**src/rtl/pipe_stage_buf_pkg.sv**
```systemverilog
// pipe_stage_buf_pkg: shared depth limit and pointer-width helper for the stage buffer
package pipe_stage_buf_pkg;
   localparam int PIPE_BUF_MAX_DEPTH = 16;
   // a single-entry buffer still needs a 1-bit pointer so vectors never collapse to zero width
   function automatic int ptr_w(input int depth);
      return depth > 1 ? $clog2(depth) : 1;
   endfunction
endpackage

```
**src/rtl/pipe_stage_buf_if.sv**
```systemverilog
// pipe_stage_buf_if: valid/allowin handshake bundle between two pipeline stages
// master drives in_valid/in_bus/out_allowin/flush, slave (the buffer) drives in_allowin/out_valid/out_bus
interface pipe_stage_buf_if #(parameter int WIDTH = 64);
   logic in_valid, in_allowin, out_valid, out_allowin, flush;
   logic [WIDTH-1:0] in_bus, out_bus;
   modport master (output in_valid, in_bus, out_allowin, flush, input in_allowin, out_valid, out_bus);
   modport slave (input in_valid, in_bus, out_allowin, flush, output in_allowin, out_valid, out_bus);
endinterface

```
**src/rtl/pipe_buf_ptr.sv**
```systemverilog
// pipe_buf_ptr: modulo-DEPTH pointer; clk, resetn (sync active-low), inc advances, clr zeroes, ptr out
module pipe_buf_ptr import pipe_stage_buf_pkg::*; #(
   parameter int DEPTH = 1,
   localparam int PW = ptr_w(DEPTH)
) (
   input  logic clk,
   input  logic resetn,
   input  logic inc,
   input  logic clr,
   output logic [PW-1:0] ptr
);
   always_ff @(posedge clk)
      if (!resetn || clr) ptr <= '0;
      else if (inc) ptr <= (ptr == PW'(DEPTH - 1)) ? '0 : ptr + 1'b1;
endmodule

```
**src/rtl/pipe_stage_buf.sv**
```systemverilog
// pipe_stage_buf: DEPTH-entry circular buffer between pipeline stages with valid/allowin handshake
// ports: clk, resetn (sync active-low), bus (pipe_stage_buf_if.slave), count (occupancy)
// optional PIPE_BUF_BYPASS_EN: an empty buffer forwards in_bus straight to out_bus
module pipe_stage_buf import pipe_stage_buf_pkg::*; #(
   parameter int WIDTH = 64,
   parameter int DEPTH = 1,
   parameter int ALLOWIN_REG = 0,
   localparam int CW = $clog2(DEPTH + 1),
   localparam int PW = ptr_w(DEPTH)
) (
   input  logic clk,
   input  logic resetn,
   pipe_stage_buf_if.slave bus,
   output logic [CW-1:0] count
);
   logic [WIDTH-1:0] mem [DEPTH];
   logic [PW-1:0] rd_ptr, wr_ptr;
   logic has_data, full, bypass, push, pop;
   assign has_data = count != '0;
   assign full = count == CW'(DEPTH);
`ifdef PIPE_BUF_BYPASS_EN
   assign bypass = !has_data && bus.in_valid && !bus.flush;
`else
   assign bypass = 1'b0;
`endif
   // the registered variant drops the out_allowin term so in_allowin depends on state only
   assign bus.in_allowin = (ALLOWIN_REG != 0) ? !full : (!full || bus.out_allowin);
   assign bus.out_valid = (has_data || bypass) && !bus.flush;
   assign bus.out_bus = bypass ? bus.in_bus : has_data ? mem[rd_ptr] : '0;
   assign pop = has_data && !bus.flush && bus.out_allowin;
   // a bypassed item that is accepted downstream never touches storage
   assign push = bus.in_valid && bus.in_allowin && !bus.flush && !(bypass && bus.out_allowin);
   always_ff @(posedge clk)
      if (!resetn || bus.flush) count <= '0;
      else if (push != pop) count <= push ? count + 1'b1 : count - 1'b1;
   always_ff @(posedge clk)
      if (push) mem[wr_ptr] <= bus.in_bus;
   pipe_buf_ptr #(.DEPTH(DEPTH)) u_rd (.clk(clk), .resetn(resetn), .inc(pop), .clr(bus.flush), .ptr(rd_ptr));
   pipe_buf_ptr #(.DEPTH(DEPTH)) u_wr (.clk(clk), .resetn(resetn), .inc(push), .clr(bus.flush), .ptr(wr_ptr));
endmodule

```
**src/flat_wrapper.sv**
```systemverilog
// flat-port wrapper written by rule: the top's interface ports become plain ports
module pipe_stage_buf_flat import pipe_stage_buf_pkg::*;
#(
   parameter int WIDTH = 64,
   parameter int DEPTH = 1,
   parameter int ALLOWIN_REG = 0,
   localparam int CW = $clog2(DEPTH + 1),
   localparam int PW = ptr_w(DEPTH)
)
  (clk, resetn, count, bus_in_valid, bus_in_bus, bus_out_allowin, bus_flush, bus_in_allowin, bus_out_valid, bus_out_bus);
  pipe_stage_buf_if #(.WIDTH(WIDTH)) bus_i ();
  input  logic clk;
  input  logic resetn;
  output logic [CW-1:0] count;
  input wire logic [$bits(bus_i.in_valid)-1:0] bus_in_valid;
  input wire logic [$bits(bus_i.in_bus)-1:0] bus_in_bus;
  input wire logic [$bits(bus_i.out_allowin)-1:0] bus_out_allowin;
  input wire logic [$bits(bus_i.flush)-1:0] bus_flush;
  output wire logic [$bits(bus_i.in_allowin)-1:0] bus_in_allowin;
  output wire logic [$bits(bus_i.out_valid)-1:0] bus_out_valid;
  output wire logic [$bits(bus_i.out_bus)-1:0] bus_out_bus;
  assign bus_i.in_valid = bus_in_valid;
  assign bus_i.in_bus = bus_in_bus;
  assign bus_i.out_allowin = bus_out_allowin;
  assign bus_i.flush = bus_flush;
  assign bus_in_allowin = bus_i.in_allowin;
  assign bus_out_valid = bus_i.out_valid;
  assign bus_out_bus = bus_i.out_bus;
  pipe_stage_buf #(.WIDTH(WIDTH), .DEPTH(DEPTH), .ALLOWIN_REG(ALLOWIN_REG)) u_core (.clk(clk), .resetn(resetn), .bus(bus_i), .count(count));
endmodule
```
**config.mk**
```make
export PLATFORM = sky130hd
export DESIGN_NAME = pipe_stage_buf_flat
export DESIGN_NICKNAME = d
export VERILOG_FILES = /design/src/rtl/pipe_stage_buf_pkg.sv /design/src/rtl/pipe_stage_buf_if.sv /design/src/rtl/pipe_buf_ptr.sv /design/src/rtl/pipe_stage_buf.sv /design/src/flat_wrapper.sv
export SDC_FILE = /design/constraint.sdc
export NUM_CORES = 1
export LEC_CHECK = 0
export BUFFER_PORTS_ARGS = -buffer_cell sky130_fd_sc_hd__buf_2
export CORE_MARGIN = 3
export CORE_UTILIZATION = 40
export DETAILED_ROUTE_END_ITERATION = 7
export HOLD_SLACK_MARGIN = 0.02
export PLACE_DENSITY_LB_ADDON = 0.25
export SLEW_MARGIN = 15
export SYNTH_ARGS = -nofsm -noshare
export SYNTH_HDL_FRONTEND = slang
export SYNTH_SLANG_ARGS = --single-unit
export TNS_END_PERCENT = 100
```
**constraint.sdc**
```tcl
create_clock -name clk -period 8.7 [get_ports clk]
set_input_delay 0.435 -clock clk [delete_from_list [all_inputs] [get_ports clk]]
set_output_delay 0.435 -clock clk [all_outputs]
set_load 0.03 [all_outputs]
```
* Word level (Yosys, flattened, before mapping)
Memory sizes are Yosys's and may differ from the RTL's. Cells that the tools add are included.
Word-level totals: logic and storage cells 18, memory bits (read-only) 0, memories 1, bits in registers 1, output and inout bits 67, latch bits 0, RAM bits 64
Memories:
- u_core.mem | depth 1, bits a word 64, rd ports 1, clocked after memory_dff 0, write ports 1, RTL line pipe_stage_buf.sv:16 | logic [WIDTH-1:0] mem [DEPTH];
Cells by class: shift operators 0, add/subtract/negate cells 2, bitwise logic cells 0, multipliers 0, multiplexer cells 4, divide/modulo/power cells 0, reduce and logical (&&, ||, !) cells 9, magnitude comparators 0, equal/unequal tests 1
Operators by type and width (number):
- $mux 64 | 1
- $logic_and 1x1->1 | 4
- $logic_not 1->1 | 3
- $mux 1 | 3
- $logic_or 1x1->1 | 2
- $add 1x1->1 const B | 1
- $ne 1x1->1 | 1
- $sub 1x1->1 const B | 1

* Depth between registers and ports, before layout
Gate-level depths: netlist (run 1).
depth after elaboration 6, gate-level depth with buffers 3

* Worst setup path after synthesis (run 1)
OpenSTA, ideal clock, no wires.
path type input port to flip-flop, from input port bus_out_allowin, to memory u_core.mem[0][0] (enable), arrival 5491 ps, library setup time 579 ps, path slack 2630 ps, stages on the path 2, path through nand2b_1 -> nor3b_1
On the way: cells in the longest elaborated chain, start to end 5
Ends and longest elaborated chain:
- from (decl) | RTL line flat_wrapper.sv:17 | input wire logic [$bits(bus_i.out_allowin)-1:0] bus_out_allowin;
- $logic_or 1x1->1 | RTL line pipe_stage_buf.sv:27 | assign bus.in_allowin = (ALLOWIN_REG != 0) ? !full : (!full || bus.out_allowin);
- $logic_and 1x1->1 (2 in series) | RTL line pipe_stage_buf.sv:32 | assign push = bus.in_valid && bus.in_allowin && !bus.flush && !(bypass && bus.out_allowin);
- via u_core.push | RTL line pipe_stage_buf.sv:18 | logic has_data, full, bypass, push, pop;
- $mux 1 | RTL line pipe_stage_buf.sv:37 | if (push) mem[wr_ptr] <= bus.in_bus;
- $mux 1 (not written as such) | RTL line pipe_stage_buf.sv:37
- to (decl) | RTL line pipe_stage_buf.sv:16
The timed path passes the listed nets, and every way through them passes these cells.

* Worst setup path after layout (run 1)
from register u_core.count, to output port bus_out_bus[57]
On the way: cells in the longest elaborated chain, start to end 1
Ends and longest elaborated chain:
- from (decl) | RTL line pipe_stage_buf.sv:14 | output logic [CW-1:0] count
- from (signal assigned) | RTL line pipe_stage_buf.sv:35 | else if (push != pop) count <= push ? count + 1'b1 : count - 1'b1;
- $mux 64 | RTL line pipe_stage_buf.sv:29 | assign bus.out_bus = bypass ? bus.in_bus : has_data ? mem[rd_ptr] : '0;
- to (decl) | RTL line flat_wrapper.sv:21 | output wire logic [$bits(bus_i.out_bus)-1:0] bus_out_bus;
Every way passes these cells.

==> reports/qor.csv, run 1 <==
metric;value;unit
power.leakage;1.539;nW
final_common_cell;buf_2;
clock_sinks;65;
arrival;1480;ps
cts_tree;yes;
synth_cell_type_count;11;
met3_usage;0.04220;
synth_top_family_by_area;simple AND/OR/NAND/NOR gates;
nFillCells;490;
hold_class;input pin to flip-flop;
initial_utilization;0.4284;
post-dp-hpwl;3582;µm
hold_viol_final;0;
wl_per_cell;13.52;µm
reg2reg_to;u_core.mem[0][50];
cts_hold_buf;0;
pin_count;136;
post_cts_buffers;0;
place_ws;6832;ps
clock_latency;310;ps
syn_avg_cell_area;17.23;µm²
cts_buffers;9;
dieWidth;84.20;µm
rows;27;
setup_slack;6788;ps
htreeDepth;3;
holdCritStartpoint;bus_in_bus[27];
nNetsFinal;352;
outcome;finished, final reports clean;
vias;1540;
dp.cells;344;
power_density;193.6;nW/µm²
grt_max_degree;67;
synth_cells;142;
cts_root_buf;clkbuf_8;
period_share;0.2198;
max_cap_violations;0;
ant_nets;0;
critPathMaxFanout;66;
fp.coreArea;5709;µm²
rsz0062_at_grt;false;
antenna_found_initial;0;
dieArea;7090;µm²
grt.total_usage;0.1377;
grt_use_met1;0.1659;
ys_seq_elements;65;
chipHeight;84.20;µm
power.total;0.6465;mW
post-route-min-period;1912;ps
post_drt_via_cell_ratio;4.290;
start_kind;flip-flop;
peakVddDrop;0.1672;mV
skew;4.609;ps
final_cell_mix;buf_2 (135), and2_1 (64), edfxtp_1 (64);
required;8270;ps
worst_slew_pin_slew;755.5;ps
relSlewSlack;0.4963;
fmax;523.0;MHz
port_buffers;135;
fin_cells;359;
drt_first_pass_iters;6;
drt-initial-drc-count;90;
min_path_cells;1;
syn-cell-area;2446;µm²
final_max_slew_viol_count;0;
antenna-diode-count;0;
tns;0;ps
r2r_slack;7080;ps
critPathCaptureType;primary output;
wirelength;4852;µm
use_met2;0.2274;
grt_pass1_vias;1571;
synthSimpleGateAreaFrac;0.1744;
ys_seq_area_frac;0.7939;
path_clk_slew;70;ps
syn_to_final_growth;36.52;%
synth-compound-area-share;0.002046;
grt.busiest_layer;met2;
clockBufferDepth;2;
overflow;0;
whs_endpoint;u_core.mem[0][27];
rr_worst_depth;3;
synthAdderAreaFrac;0;
synth_nets;211;
gp_congestion;0.6907;
critical_path_class;flip-flop to primary output;
route.detailed.drc;0;
synth_xor_area_frac;0;
muxShareOfSynthArea;0;
yosys_warnings;0;
drive_gt1_frac;0.5261;
ctsResizeCount;0;
fin_util;0.5849;
setup_viol;0;
rr_startpoint;u_core.count;
grt_pass1_wl;7514;µm
## synth_stat cells
cell type	n	area, µm²
a21oi_1	1	5.000
and2_1	64	400.4
buf_2	1	5.000
buf_4	1	7.510
buf_6	5	56.30
dfxtp_1	1	20.02
edfxtp_1	64	1922
inv_1	1	3.750
nand2b_1	2	12.51
nor2b_1	1	6.260
nor3b_1	1	7.510
## kinds of logic (layout without fill, tap and decap cells)
family                 count (synthesis)  after routing
and+or+nand+nor                       68             68
DFF                                   65             65
buffers and inverters                  8            153
AOI/OAI and AO/OA                      1              1
## stage by stage
stage,hold slack [ps],area [µm²]
final,293.3,3339
after global routing,267.7,3339
after floorplan,533.9,2446
after global placement,505.3,3163
after detailed placement,546.4,3163
after CTS,277.3,3339
## sequential cells by signal, indices dropped and copies added (netlist names)
register and cells:
u_core.count 1, u_core.mem 64
## critical path, stage by stage, from the launching register on
cell and delay (ps):
dfxtp_1 330, buf_4 400, and2_1 220, buf_2 200
## cell type report
type | instances | area (µm²) | share of cell area
Clock inverter | 4 | 45.04 | 0.01349
Inverter | 1 | 3.754 | 0.001124
Sequential cell | 65 | 1942 | 0.5815
Timing Repair Buffer | 137 | 690.7 | 0.2068
Clock buffer | 11 | 131.4 | 0.03934
Multi-Input combinational cell | 69 | 436.7 | 0.1308
Tap cell | 72 | 90.09 | 0.02698
## worst max path at each step
stage / slack [ps] / end / cells past startpoint / start
CTS: 6750 / bus_out_bus[57] / 3 / u_core.count
global route: 6650 / bus_out_bus[12] / 3 / u_core.count
floorplan: 2630 / u_core.mem[0][0] / 2 / bus_out_allowin
global placement: 6890 / u_core.mem[0][48] / 4 / bus_out_allowin
finish: 6790 / bus_out_bus[57] / 3 / u_core.count
detailed placement: 6830 / u_core.mem[0][16] / 4 / bus_out_allowin
## power by group
part	leakage (nW)	internal, mW	switching [mW]
clock network	0.0929	0.129	0.0979
registers	0.607	0.360	0.00248
logic	0.839	0.0210	0.0356
total	1.54	0.511	0.136
## routing by layer
layer	wire [µm]	vias up	part of all wire
met3	480	4	0.099
met2	2373	90	0.49
met4	51	0	0.011
met5	0	-	0
li1	-	771	-
met1	1947	675	0.40
Note: power is estimated with default switching activity, not from simulation.
==> run 2: changes to the inputs <==
Clock period 8.7 ns to 1.85 ns, I/O delays scaled along.
==> reports/qor.csv, run 2 (synthesis gave the netlist of run 1 again) <==
metric;value;unit;change
outcome;finished, final reports clean;;
clock_sinks;65;;unchanged
whs_endpoint;u_core.count;;
clockBufferDepth;2;;unchanged
grt_pass1_vias;1957;;+25%
p_switching;0.6846;mW;+400%
cts_root_buf;clkbuf_8;;
netSwitchingFraction;0.2159;;+0.005649
max_cap_violations;0;;unchanged
initial_utilization;0.4284;;unchanged
final_cell_mix;buf_2 (135), dlygate4sd3_1 (65), and2_1 (64), edfxtp_1 (64), clkbuf_8 (9);;
fmax;630.8;MHz;
post_cts_buffers;0;;unchanged
port_buffers;135;;unchanged
peakVddDrop;0.5198;mV;+210%
drive_gt1_frac;0.4350;;-0.09110
worst_slew_pin_slew;444.2;ps;-311.3 ps
clock_latency;320;ps;about the same
rr_startpoint;u_core.count;;
relSlewSlack;0.7038;;+0.2075
pin_count;136;;unchanged
chipHeight;84.20;µm;unchanged
regMostFlops;u_core.mem;;
power_density;788.5;nW/µm²;+310%
placed_area;3196;µm²;+1.0%
drt-initial-drc-count;57;;-37%
post_drt_via_cell_ratio;4.249;;-0.95%
wl_per_cell;13.81;µm;+2.1%
arrival;1490;ps;about the same
setup_viol;0;;unchanged
final_max_slew_viol_count;0;;unchanged
antenna_found_initial;0;;unchanged
fin_cells;426;;+19%
dieWidth;84.20;µm;unchanged
r2r_slack;570;ps;-6510 ps
reg_top3;u_core.mem: 64 flops, u_core.count: 1 flops;;
tns;0;ps;unchanged
overflow;0;;unchanged
design_area;4021;µm²;+20%
required;1760;ps;-6510 ps
fp.coreArea;5709;µm²;unchanged
period_share;0.8569;;
syn_to_final_growth;64.40;%;
nNetsFinal;419;;+19%
power.total;3.171;mW;+390%
clock_power_share;0.342;;-0.010
critical_path_class;flip-flop to primary output;;
place_ws;576.6;ps;-6255 ps
final_common_cell;buf_2;;
setup_slack;264.7;ps;-6523 ps
antenna-diode-count;0;;unchanged
holdCritStartpoint;bus_out_allowin;;
start_kind;flip-flop;;
rsz0062_at_grt;false;;
hold_viol_final;0;;unchanged
p_int;2.486;mW;+390%
route.detailed.drc;0;;unchanged
dieArea;7090;µm²;unchanged
critPathCaptureType;primary output;;
ant_nets;0;;unchanged
grt_max_degree;67;;unchanged
rr_worst_depth;3;;unchanged
pwr-share-seq;0.537;;-0.024
grt_pass1_wl;9108;µm;+21%
cts_tree;yes;;
drt_first_pass_iters;4;;-2
rows;27;;unchanged
critPathMaxFanout;66;;unchanged
htreeDepth;3;;unchanged
path_clk_slew;70;ps;about the same
hold_class;input pin to flip-flop;;
wirelength;5881;µm;+21%
dp.cells;346;;+0.58%
grt.total_usage;0.1685;;+0.03077
power.leakage;1.826;nW;+19%
gp_congestion;0.7188;;+4.1%
vias;1810;;+18%
largest_register_ffs;64;;unchanged
post-route-min-period;1585;ps;
skew;6.439;ps;+1.829 ps
cts_buffers;9;;unchanged
comb_power_share;0.121;;+0.034
reg2reg_to;u_core.mem[0][42];;
min_path_cells;3;;+2
==> run 2: changes by cell type in the layout (fill, tap and decap cells not counted), sizes merged <==
cell,previous run,this run
clkbuf,11,10
buf,137,139
dlygate4sd3,0,65
clkinv,3,4
==> run 2: worst max path at each step <==
stage	slack [ps]	start	to	cells past startpoint
6_report	260	u_core.count	bus_out_bus[50]	3
5_1_grt	130	u_core.count	bus_out_bus[50]	3
4_1_cts	220	u_core.count	bus_out_bus[50]	3
3_5_place_dp	580	u_core.count	u_core.mem[0][42]	3
3_3_place_gp	600	u_core.count	u_core.mem[0][39]	3
2_1_floorplan	-780	u_core.count	u_core.mem[0][0]	2
==> run 2: metrics by stage <==
stage                     utilization  hold WS [ps]
after floorplan                     -         191.4
after CTS                      0.7044         38.09
after detailed placement       0.5597         270.6
final                          0.7044         48.91
after global routing           0.7044         46.81
after global placement         0.5597         269.3
==> run 2: final cells by class <==
| type | count | area [µm²] |
|---|---|---|
| inverters | 1 | 3.754 |
| clock buffers | 10 | 127.6 |
| flip-flops and latches | 65 | 1946 |
| multi-input cells | 69 | 450.4 |
| fillers | 408 | 1688 |
| well taps | 72 | 90.09 |
| clock inverters | 5 | 47.55 |
| repair buffers | 204 | 1356 |
==> run 2: worst max-delay path: stages (launching register included) <==
cell	delay, ps
dfxtp_4	360
buf_4	390
and2_1	220
buf_2	200
==> run 2: routing by layer <==
| layer | share of wire | up-vias | track usage |
|---|---|---|---|
| li1 | - | 902 | - |
| met3 | 0.073 | 7 | 0.04416 |
| met5 | 0 | - | 0 |
| met1 | 0.36 | 826 | 0.1743 |
| met4 | 0.0095 | 0 | 0.06579 |
| met2 | 0.56 | 75 | 0.3207 |
==> run 2: power by group through the flow <==
stage | clock [mW] | combinational, mW | sequential (mW)
2_1_floorplan | 0 | 0.154 | 1.74
3_3_place_gp | 0 | 0.270 | 1.73
3_5_place_dp | 0 | 0.274 | 1.73
4_1_cts | 1.11 | 0.382 | 1.70
5_1_grt | 1.19 | 0.414 | 1.71
6_report | 1.08 | 0.384 | 1.70
==> run 2: what timing repair did <==
action                    in CTS  in global routing
hold buffers                  65                  0
hold endpoints to repair      65                  0
resized for setup              0                  0
